$ cat config.mk
export PLATFORM = sky130hd
export DESIGN_NAME = alu_cmd_sequencer
export DESIGN_NICKNAME = d
export VERILOG_FILES = /design/src/rtl/alu_cmd_sequencer.sv
export SDC_FILE = /design/constraint.sdc
export NUM_CORES = 1
export LEC_CHECK = 0
export ABC_AREA = 0
export CAP_MARGIN = 40
export CORE_MARGIN = 3
export CORE_UTILIZATION = 50
export CTS_BUF_LIST = sky130_fd_sc_hd__clkbuf_4
export DETAILED_ROUTE_END_ITERATION = 8
export GPL_TIMING_DRIVEN = 0
export HOLD_SLACK_MARGIN = 0.08
export PLACE_DENSITY = 0.78
export SETUP_SLACK_MARGIN = 0.05
export SYNTH_ARGS = -nofsm -noshare
export SYNTH_HDL_FRONTEND = slang
export SYNTH_SLANG_ARGS = --single-unit
$ cat constraint.sdc
create_clock -name clk -period 2.6 [get_ports clk]
set_input_delay 0.26 -clock clk [delete_from_list [all_inputs] [get_ports clk]]
set_output_delay 0.26 -clock clk [all_outputs]
set_load 0.01 [all_outputs]
$ cat src/rtl/alu_cmd_sequencer.sv
// alu_cmd_sequencer
//
// Command-side controller for a 16-bit ALU. Commands arrive over a
// valid/ready handshake and name registers in a local 4-entry register file.
// The sequencer presents the operands and the opcode to the ALU and holds
// them for ALU_LAT+1 cycles. It then captures the result and flags, writes
// the result back to R[rd] and returns it over a valid/ready response
// channel. Opcode 15 (LDI) never reaches the ALU: the immediate is written
// straight into R[rd] and returned.
//
// Ports:
//   clk, rst_n          clock, synchronous active-low reset
//   cmd_valid/ready     command handshake
//   cmd_op              ALU opcode 0..14, 15 = LDI
//   cmd_rd/ra/rb        destination and operand register indices
//   cmd_use_imm         operand B taken from cmd_imm instead of R[rb]
//   cmd_imm             immediate value
//   alu_a/alu_b/alu_op  operands and opcode presented to the ALU
//   alu_result/zero/ovf result and flags returned by the ALU
//   rsp_valid/ready     response handshake
//   rsp_data/zero/ovf   result written to R[rd] and its flags
//   dbg_sel/dbg_data    combinational debug read of the register file

module alu_cmd_sequencer #(
  parameter int WIDTH   = 16,
  parameter int ALU_LAT = 1
) (
  input  logic             clk,
  input  logic             rst_n,
  input  logic             cmd_valid,
  output logic             cmd_ready,
  input  logic [3:0]       cmd_op,
  input  logic [1:0]       cmd_rd,
  input  logic [1:0]       cmd_ra,
  input  logic [1:0]       cmd_rb,
  input  logic             cmd_use_imm,
  input  logic [WIDTH-1:0] cmd_imm,
  output logic [WIDTH-1:0] alu_a,
  output logic [WIDTH-1:0] alu_b,
  output logic [3:0]       alu_op,
  input  logic [WIDTH-1:0] alu_result,
  input  logic             alu_zero,
  input  logic             alu_ovf,
  output logic             rsp_valid,
  input  logic             rsp_ready,
  output logic [WIDTH-1:0] rsp_data,
  output logic             rsp_zero,
  output logic             rsp_ovf,
  input  logic [1:0]       dbg_sel,
  output logic [WIDTH-1:0] dbg_data
);

  typedef enum logic [1:0] {
    IDLE = 2'd0,
    EXEC = 2'd1,
    RESP = 2'd2
  } state_t;

  localparam logic [3:0] OP_LDI   = 4'hF;
  localparam logic [2:0] LAT_INIT = 3'(ALU_LAT);

  state_t           state;
  state_t           state_nxt;
  logic [WIDTH-1:0] regs [4];
  logic [1:0]       rd_q;
  logic [2:0]       cnt;
  logic             accept;

  // State register. Reset always lands in IDLE, which also drops any
  // operation in flight so that no writeback happens for it.
  always_ff @(posedge clk) begin
    if (!rst_n) begin
      state <= IDLE;
    end else begin
      state <= state_nxt;
    end
  end

  // Next-state logic. LDI skips EXEC entirely since the ALU is not involved.
  // EXEC lasts until the wait counter reaches zero, i.e. ALU_LAT+1 cycles.
  always_comb begin
    state_nxt = state;
    case (state)
      IDLE: begin
        if (accept) begin
          state_nxt = (cmd_op == OP_LDI) ? RESP : EXEC;
        end
      end
      EXEC: begin
        if (cnt == 3'd0) begin
          state_nxt = RESP;
        end
      end
      RESP: begin
        if (rsp_ready) begin
          state_nxt = IDLE;
        end
      end
      default: state_nxt = IDLE;
    endcase
  end

  // Handshake outputs depend only on the state. Commands are accepted only
  // in IDLE, so cmd_valid is ignored everywhere else.
  always_comb begin
    cmd_ready = (state == IDLE);
    rsp_valid = (state == RESP);
    accept    = cmd_valid && (state == IDLE);
  end

  // Datapath. Operands are read from the register file at acceptance. This
  // is what makes rd == ra or rd == rb use the old value, and it removes any
  // read-after-write hazard between consecutive commands. The alu_* outputs
  // are only reloaded by ALU commands and otherwise keep their last values.
  // The response registers are loaded once per command and then hold
  // through any backpressure.
  always_ff @(posedge clk) begin
    if (!rst_n) begin
      for (int i = 0; i < 4; i++) begin
        regs[i] <= '0;
      end
      alu_a    <= '0;
      alu_b    <= '0;
      alu_op   <= '0;
      rsp_data <= '0;
      rsp_zero <= 1'b0;
      rsp_ovf  <= 1'b0;
      rd_q     <= '0;
      cnt      <= '0;
    end else begin
      if (accept) begin
        rd_q <= cmd_rd;
        if (cmd_op == OP_LDI) begin
          regs[cmd_rd] <= cmd_imm;
          rsp_data     <= cmd_imm;
          rsp_zero     <= (cmd_imm == '0);
          rsp_ovf      <= 1'b0;
        end else begin
          alu_a  <= regs[cmd_ra];
          alu_b  <= cmd_use_imm ? cmd_imm : regs[cmd_rb];
          alu_op <= cmd_op;
          cnt    <= LAT_INIT;
        end
      end

      if (state == EXEC) begin
        if (cnt == 3'd0) begin
          rsp_data   <= alu_result;
          rsp_zero   <= alu_zero;
          rsp_ovf    <= alu_ovf;
          regs[rd_q] <= alu_result;
        end else begin
          cnt <= cnt - 3'd1;
        end
      end
    end
  end

  // Debug read port: an unregistered view of the register file.
  assign dbg_data = regs[dbg_sel];

endmodule
; ---- After elaboration in Yosys (flattened, before gate mapping)
; Memory sizes are Yosys's and may differ from the RTL's. A register that Yosys moved wholly into a read port is not among the register bits.
; Index checks and enable logic that the tools add are counted.
[classes]
div_mod_pow = 0
n_lt_le_gt_ge = 0
n_addsub = 1
n_shift = 0
bitwise_logic = 1
n_reduce_logical = 9
n_eq_ne = 6
n_mux = 37
mul = 0
[ops]
columns = op, n
row1 = $mux 16, 7
row2 = $reduce_or 16->1, 2
row3 = $mux 1, 19
row4 = $logic_not 16->1, 1
row5 = $mux 2, 6
row6 = $mux 3, 4
row7 = $ne 2x1->1 const B, 3
row8 = $pmux 2 s3, 1
row9 = $eq 4x4->1 const B, 1
row10 = $logic_not 3->1, 1
row11 = $reduce_and 3->1, 1
row12 = $sub 3x1->3 const B, 1
row13 = $eq 2x1->1 const B, 1
row14 = $eq 2x2->1 const B, 1
row15 = $logic_not 2->1, 1
row16 = $reduce_and 2->1, 1
row17 = $logic_and 1x1->1, 1
row18 = $logic_not 1->1, 1
row19 = $not 1->1, 1
[totals]
ramBits = 64
rom_bits = 0
wordCells = 63
inputBits = 51
n_memories = 1
out_inout_bits = 72
reg_bits = 45
latch_bits = 0
[mem_list]
columns = name, words, word_bits, rd, rd_clocked_by_memory_dff, wr, line
row1 = regs, 4, 16, 3, 1, 4, 64  ; logic [WIDTH-1:0] regs [4];

; ---- Longest topological paths before layout
; Gate-level depths: netlist of the first run.
[depth]
ltp_word = 8
mapped_depth = 7
mapped_depth_nobuf = 6

; ---- Worst setup path before layout of the first run
; Ideal clock, no wire load.
[synth_timing]
path_type = flip-flop to flip-flop
from = register cnt[0]
to = memory regs[1][0] (enable)
required_time_ns = 2.236
path_slack_ns = 0.429
setup_time_ns = 0.364
path_stages_with_launch = 8
arrival_ns = 1.808
cell_sequence = dfxtp_1 -> inv_1 -> ha_1 -> and4bb_1 -> a32o_1 -> o21ai_2 -> buf_2 -> nand2_1
[synth_lines]
columns = item, line
row1 = from (decl), 66  ; logic [2:0] cnt;
row2 = from (signal assigned), 153  ; cnt <= cnt - 3'd1;
row3 = to (decl), 64

; ---- Worst setup path in the final report of the first run
[layout_timing]
from = input port dbg_sel[1]
to = output port dbg_data[7]
[layout_via]
elab_chain_len = 1
[layout_rtl]
columns = item, line
row1 = from (decl), 49  ; input logic [1:0] dbg_sel,
row2 = $mem_v2 4x16, -
row3 = to (decl), 50  ; output logic [WIDTH-1:0] dbg_data
; No other way between the ends.

==> results.cfg, run 1 <==
[run_status]
status = finished, final reports clean

[timing]
holdWs_ns = 0.267
tightest_slew_ns = 0.802
setup_tns_ns = 0
fin_skew_ns = 0.0122
setup_slack_ns = 0.152
setup_viol_count_final = 0
rsz0062_at_grt = no
hold_violations = 0
slew_headroom = 0.464
post-route-period-util = 0.942
finalMaxSlewViolations = 0
min_period_ns = 2.45
fmax_mhz = 408

[global_routing]
grt_pass1_wl_um = 25700
overflow = 0
track_usage = 0.262
antenna_found_initial = 0
grt_pass1_vias = 4693
grt_max_degree = 17

[critical_path]
path_delay_family = buffers and inverters
reg2reg_to = regs[2][0]$_SDFFCE_PN0P_
critical_path_class = input port to primary output
r2r-start = state[0]$_SDFFE_PN0P_
slowest_delay_ns = 0.64
cp-start-kind = input port
r2r_cells = 5
crit_buf_inv = 3
critPathArrivalTime_ns = 2.19
end_kind = primary output
path_max_fanout = 10
required_ns = 2.34
crit_path_frequent_cell = clkbuf_1
reg2reg_slack_ns = 0.23
path_cells = clkbuf_1 -> clkbuf_1 -> mux4_2 -> clkdlybuf4s50_1
cpMaxStageDelayCell = clkbuf_1

[cells_and_area]
mostFrequentLayoutCell = clkdlybuf4s50_1
area_delta_synth_final_pct = 29.4
layout_common_cells = clkdlybuf4s50_1, nand2_1, edfxtp_1, dfxtp_1, nor2_1
drive_above_1_share = 0.189
fin_nets = 679
nFillCells = 891
regArea_um2 = 3140
fin_util = 0.665
multi_input_area_um2 = 2530

[floorplan]
io-pin-count = 123
dieWidth_um = 115
initial_core_util = 0.513
num_rows = 39
core_um2 = 11500
die_area_um2 = 13100
dieHeight_um = 115

[detailed_routing]
dr.pass1.iters = 5
vias_per_cell = 5.97
wl_per_cell_um = 21.0
drc = 0
wl_um = 16400
vias = 4675
dr.first_iter.drc_count = 467
ant_nets = 0

[min_path]
min_path_cells = 3
whs_endpoint = alu_b[2]$_SDFFE_PN0P_
min_from = cmd_use_imm
hp-class = input port to flop

[power]
intPower_mw = 3.54
finalPower_mw = 4.79
power.net_switching_mw = 1.25
p_seq_frac = 0.483
vdd_drop_max_uv = 398
sw_frac_of_total = 0.261
power.leakage_nw = 2.89
clkPwrFrac = 0.334
comb_power_share = 0.183
power_density_nw_per_um2 = 628

[synth]
synth_edf_count = 64
avgSynthCellArea_um2 = 12.0
synth_nets = 542
ys_async_sr_fraction = 0
ys_warn_count = 0
synthFlopType = edfxtp_1
synth_area_um2 = 5890
yosysSeqAreaShare = 0.534
ys_seq_elements = 125
synth_cell_type_count = 45
syn_inst = 489

[place]
pre_cts_slack_ns = -0.529
portBuffers = 114
dp_hpwl_um = 11900
gp_congestion = 0.872

[cts]
cts_tree = yes
cts_root_buffer = clkbuf_4
cts_buffer_depth = 2
htreeDepth = 4
clk_pin_slew_ns = 0.10
clk_latency_ns = 0.54
cts_buffers = 17
cts.sinks = 125

[run]
maxCapViolations = 0
[synth_stat cells (2+ instances only)]
library cell	n	area, um^2
nand3b_1	2	15.0
and3_1	2	12.5
dfxtp_1	61	1220
buf_2	18	90.1
nor2b_1	2	12.5
inv_1	21	78.8
nor3_1	5	25.0
ha_1	2	25.0
and4_1	2	17.5
a21oi_1	35	175
nor4_1	5	31.3
buf_1	3	11.3
clkbuf_1	11	41.3
or3b_1	2	17.5
o21ai_0	16	80.1
mux4_2	48	1080
mux2i_1	16	160
edfxtp_1	64	1920
o221a_2	4	45.0
a22oi_1	16	120
nor2_1	57	214
nand2_1	74	278
[final cells by class]
cell class | instances | share of cell area
flip-flops and latches | 125 | 0.412
multi-input cells | 308 | 0.332
repair buffers | 118 | 0.155
clock inverters | 13 | 0.0256
well taps | 143 | 0.0235
plain buffers | 34 | 0.0212
clock buffers | 19 | 0.0187
inverters | 22 | 0.0108
diodes | 1 | 0.000328
[through the flow]
step / area [um^2] / instances
3_3_place_gp: 7210 / 746
2_1_floorplan: 5890 / 489
5_1_grt: 7620 / 782
4_1_cts: 7580 / 780
6_report: 7620 / 783
3_5_place_dp: 7230 / 747
[state kept, by name, summed over array words and instances (netlist names)]
| signal | flops |
|---|---|
| regs | 64 |
| rsp_data | 16 |
| alu_b | 16 |
| rsp_ovf | 1 |
| rsp_zero | 1 |
| state | 2 |
| alu_a | 16 |
| cnt | 3 |
| alu_op | 4 |
| rd_q | 2 |
[worst register-to-register path: cells and delay by family (launching register included)]
family                 cells  cell delay, ns
AOI/OAI and AO/OA          2            0.76
buffers and inverters      1            0.23
DFF                        1            0.42
and+or+nand+nor            2            0.61
[cells by family (layout without fill, tap and decap cells)]
group / count (synthesis) / count (layout) / share of synthesized area
compound gates: 84 / 84 / 0.0927
fa+ha+maj: 2 / 2 / 0.00425
buf+inv: 56 / 206 / 0.0414
flops: 125 / 125 / 0.534
mux: 64 / 64 / 0.211
other cells: 0 / 1 / 0
simple gates: 158 / 158 / 0.117
[routing by layer]
metal,track usage,part of all wire
met5,0,0
met4,0.111,0.032
met3,0.0523,0.090
met2,0.427,0.50
met1,0.341,0.38
[power groups by stage]
stage / Sequential (mW) / Combinational, mW / Clock (mW)
6_report: 2.31 / 0.878 / 1.60
5_1_grt: 2.33 / 0.940 / 1.71
3_5_place_dp: 2.35 / 0.865 / 0
4_1_cts: 2.31 / 0.873 / 1.62
2_1_floorplan: 2.36 / 0.422 / 0
3_3_place_gp: 2.34 / 0.848 / 0
[how the worst max path moves through the flow]
stage | startpoint | endpoint | slack, ns | depth (start not counted)
floorplan | cnt[0]$_SDFF_PN0_ | regs[1][0]$_SDFFCE_PN0P_ | 0.43 | 7
global placement | cmd_op[3] | regs[3][9]$_DFFE_PP_ | -0.54 | 6
detailed placement | cmd_op[3] | regs[1][9]$_SDFFCE_PN0P_ | -0.53 | 7
CTS | cnt[0]$_SDFF_PN0_ | regs[1][1]$_SDFFCE_PN0P_ | 0.008 | 7
global route | cnt[0]$_SDFF_PN0_ | regs[2][3]$_SDFFCE_PN0P_ | 0.05 | 7
finish | dbg_sel[1] | dbg_data[7] | 0.15 | 4
[what timing repair did]
action | in CTS | in global routing
pin swaps | 0 | 1
hold buffers | 1 | 0
gates resized for setup | 2 | 5
buffers inserted | 0 | 2
endpoints found under the setup margin | 48 | 48
endpoints found under the hold margin | 4 | 0
cloned | 0 | 0
Note: power is estimated with default switching activity, not from simulation.
==> run 2: changes to the inputs <==
CORE_MARGIN = unset   (was 3)
==> run 2 against run 1 <==
Effect of this change:
- clock-buffer cell count decreased by 1
- sequential share of layout area rose by 0.56 points
- flip-flop and latch count unchanged
- setup slack improved by 0.035 ns
- routed wire length shrank 2.4%
- non-clock buffer count decreased by 2
- design area decreased by 1.3%
- global-route usage increased by 1.2 points
- critical endpoint is now regs[1][6]$_SDFFCE_PN0P_
- total power fell by 7.5%
- fmax up 1.4%
- clock skew down 0.0046 ns
- first-iteration DRC count is 4.3% higher
- critical path type is now flop to flop
==> results.cfg, run 2 (synthesis gave the netlist of run 1 again) <==
[timing]
fmax_mhz = 414
fin_skew_ns = 0.00758
min_period_ns = 2.41
post-route-period-util = 0.928
hold_violations = 0
setup_tns_ns = 0
slew_headroom = 0.458
holdWs_ns = 0.261
finalMaxSlewViolations = 0
setup_slack_ns = 0.187
setup_viol_count_final = 0
rsz0062_at_grt = no
tightest_slew_ns = 0.811

[global_routing]
overflow = 0
track_usage = 0.273
grt_pass1_vias = 4808
grt_pass1_wl_um = 25300
antenna_found_initial = 1
grt_max_degree = 17

[critical_path]
critPathArrivalTime_ns = 2.62
required_ns = 2.81
r2r-start = cnt[0]$_SDFF_PN0_
critical_path_class = flop to flop
end_kind = flop
crit_start = cnt[0]$_SDFF_PN0_
path_max_fanout = 16
cp-start-kind = flop

[cells_and_area]
fin_util = 0.656
nFillCells = 877
fin_cells = 781
mostFrequentLayoutCell = clkdlybuf4s50_1
layout_common_cells = clkdlybuf4s50_1, nand2_1, edfxtp_1, dfxtp_1, nor2_1
largest_reg_flops = 64
drive_above_1_share = 0.182
finalInstanceArea_um2 = 7520
regArea_um2 = 3140
area_delta_synth_final_pct = 27.7
fin_nets = 677
multi_input_area_um2 = 2530
largest-register = regs

[floorplan]
dieHeight_um = 111
io-pin-count = 123
num_rows = 39
core_um2 = 11500
die_area_um2 = 12200
dieWidth_um = 111
initial_core_util = 0.513

[power]
power_density_nw_per_um2 = 589
power.leakage_nw = 2.82
vdd_drop_max_uv = 271
finalPower_mw = 4.43

[cts]
clk_latency_ns = 0.53
cts_setup_buffers = 0
cts_tree = yes
cts_buffer_depth = 2
clk_pin_slew_ns = 0.11
cts_root_buffer = clkbuf_4
cts.sinks = 125
cts_buffers = 17
htreeDepth = 4

[place]
pre_cts_slack_ns = -0.634
portBuffers = 114
dp_hpwl_um = 11800
placedCellCount = 747
gp_congestion = 0.897
placed_cell_area_um2 = 7230

[min_path]
hp-class = input port to flop
min_from = cmd_use_imm

[detailed_routing]
vias_per_cell = 5.94
drc = 0
vias = 4638
wl_per_cell_um = 20.5
wl_um = 16000
dr.first_iter.drc_count = 487
ant_nets = 0
dr.pass1.iters = 7

[run_status]
status = finished, final reports clean

[run]
maxCapViolations = 0
[run 2: changes by cell type in the layout (fill, tap and decap cells not counted), sizes merged]
cell and delta:
bufinv -4, clkbuf -1, buf -2, clkinvlp +4, inv +1
[run 2: final timing paths]
kind	to	slack, ns	cells after the start
max reg2reg	regs[1][6]$_SDFFCE_PN0P_	0.19	7
max	regs[1][6]$_SDFFCE_PN0P_	0.19	7
min reg2reg	rsp_data[7]$_SDFF_PN0_	0.45	2
min	alu_b[5]$_SDFFE_PN0P_	0.26	3
[run 2: where the power goes]
group	leakage [nW]	switching (mW)	internal [mW]
Sequential	1.16	0.0925	2.21
Clock	0.130	0.761	0.482
Combinational	1.53	0.429	0.448
Total	2.82	1.28	3.14
[run 2: worst max-delay path: stages, from the launching register on]
cell      delay (ns)
dfxtp_1         0.32
inv_1           0.07
ha_1            0.25
and4bb_1        0.27
a32o_1          0.27
o21ai_4         0.33
buf_2           0.34
nand2_4         0.23
[run 2: layout make-up]
class | instances | area share
antenna | 1 | 0.000333
buffer | 34 | 0.0215
clock buffer | 18 | 0.0180
clock inverter | 14 | 0.0161
inverter | 22 | 0.0110
multi-input combinational | 308 | 0.336
sequential | 125 | 0.418
tap | 143 | 0.0238
timing repair buffer | 116 | 0.155
[run 2: what timing repair did]
item / CTS / global route
hold buffers: 1 / 0
resized for setup: 4 / 2
endpoints found under the hold margin: 4 / 0
endpoints found under the setup margin: 48 / 32
[run 2: metal layers]
metal  global-route usage  part of all wire
met1                0.344              0.38
met2                0.450              0.50
met3               0.0527             0.089
met4                0.141             0.032
met5                    0                 0
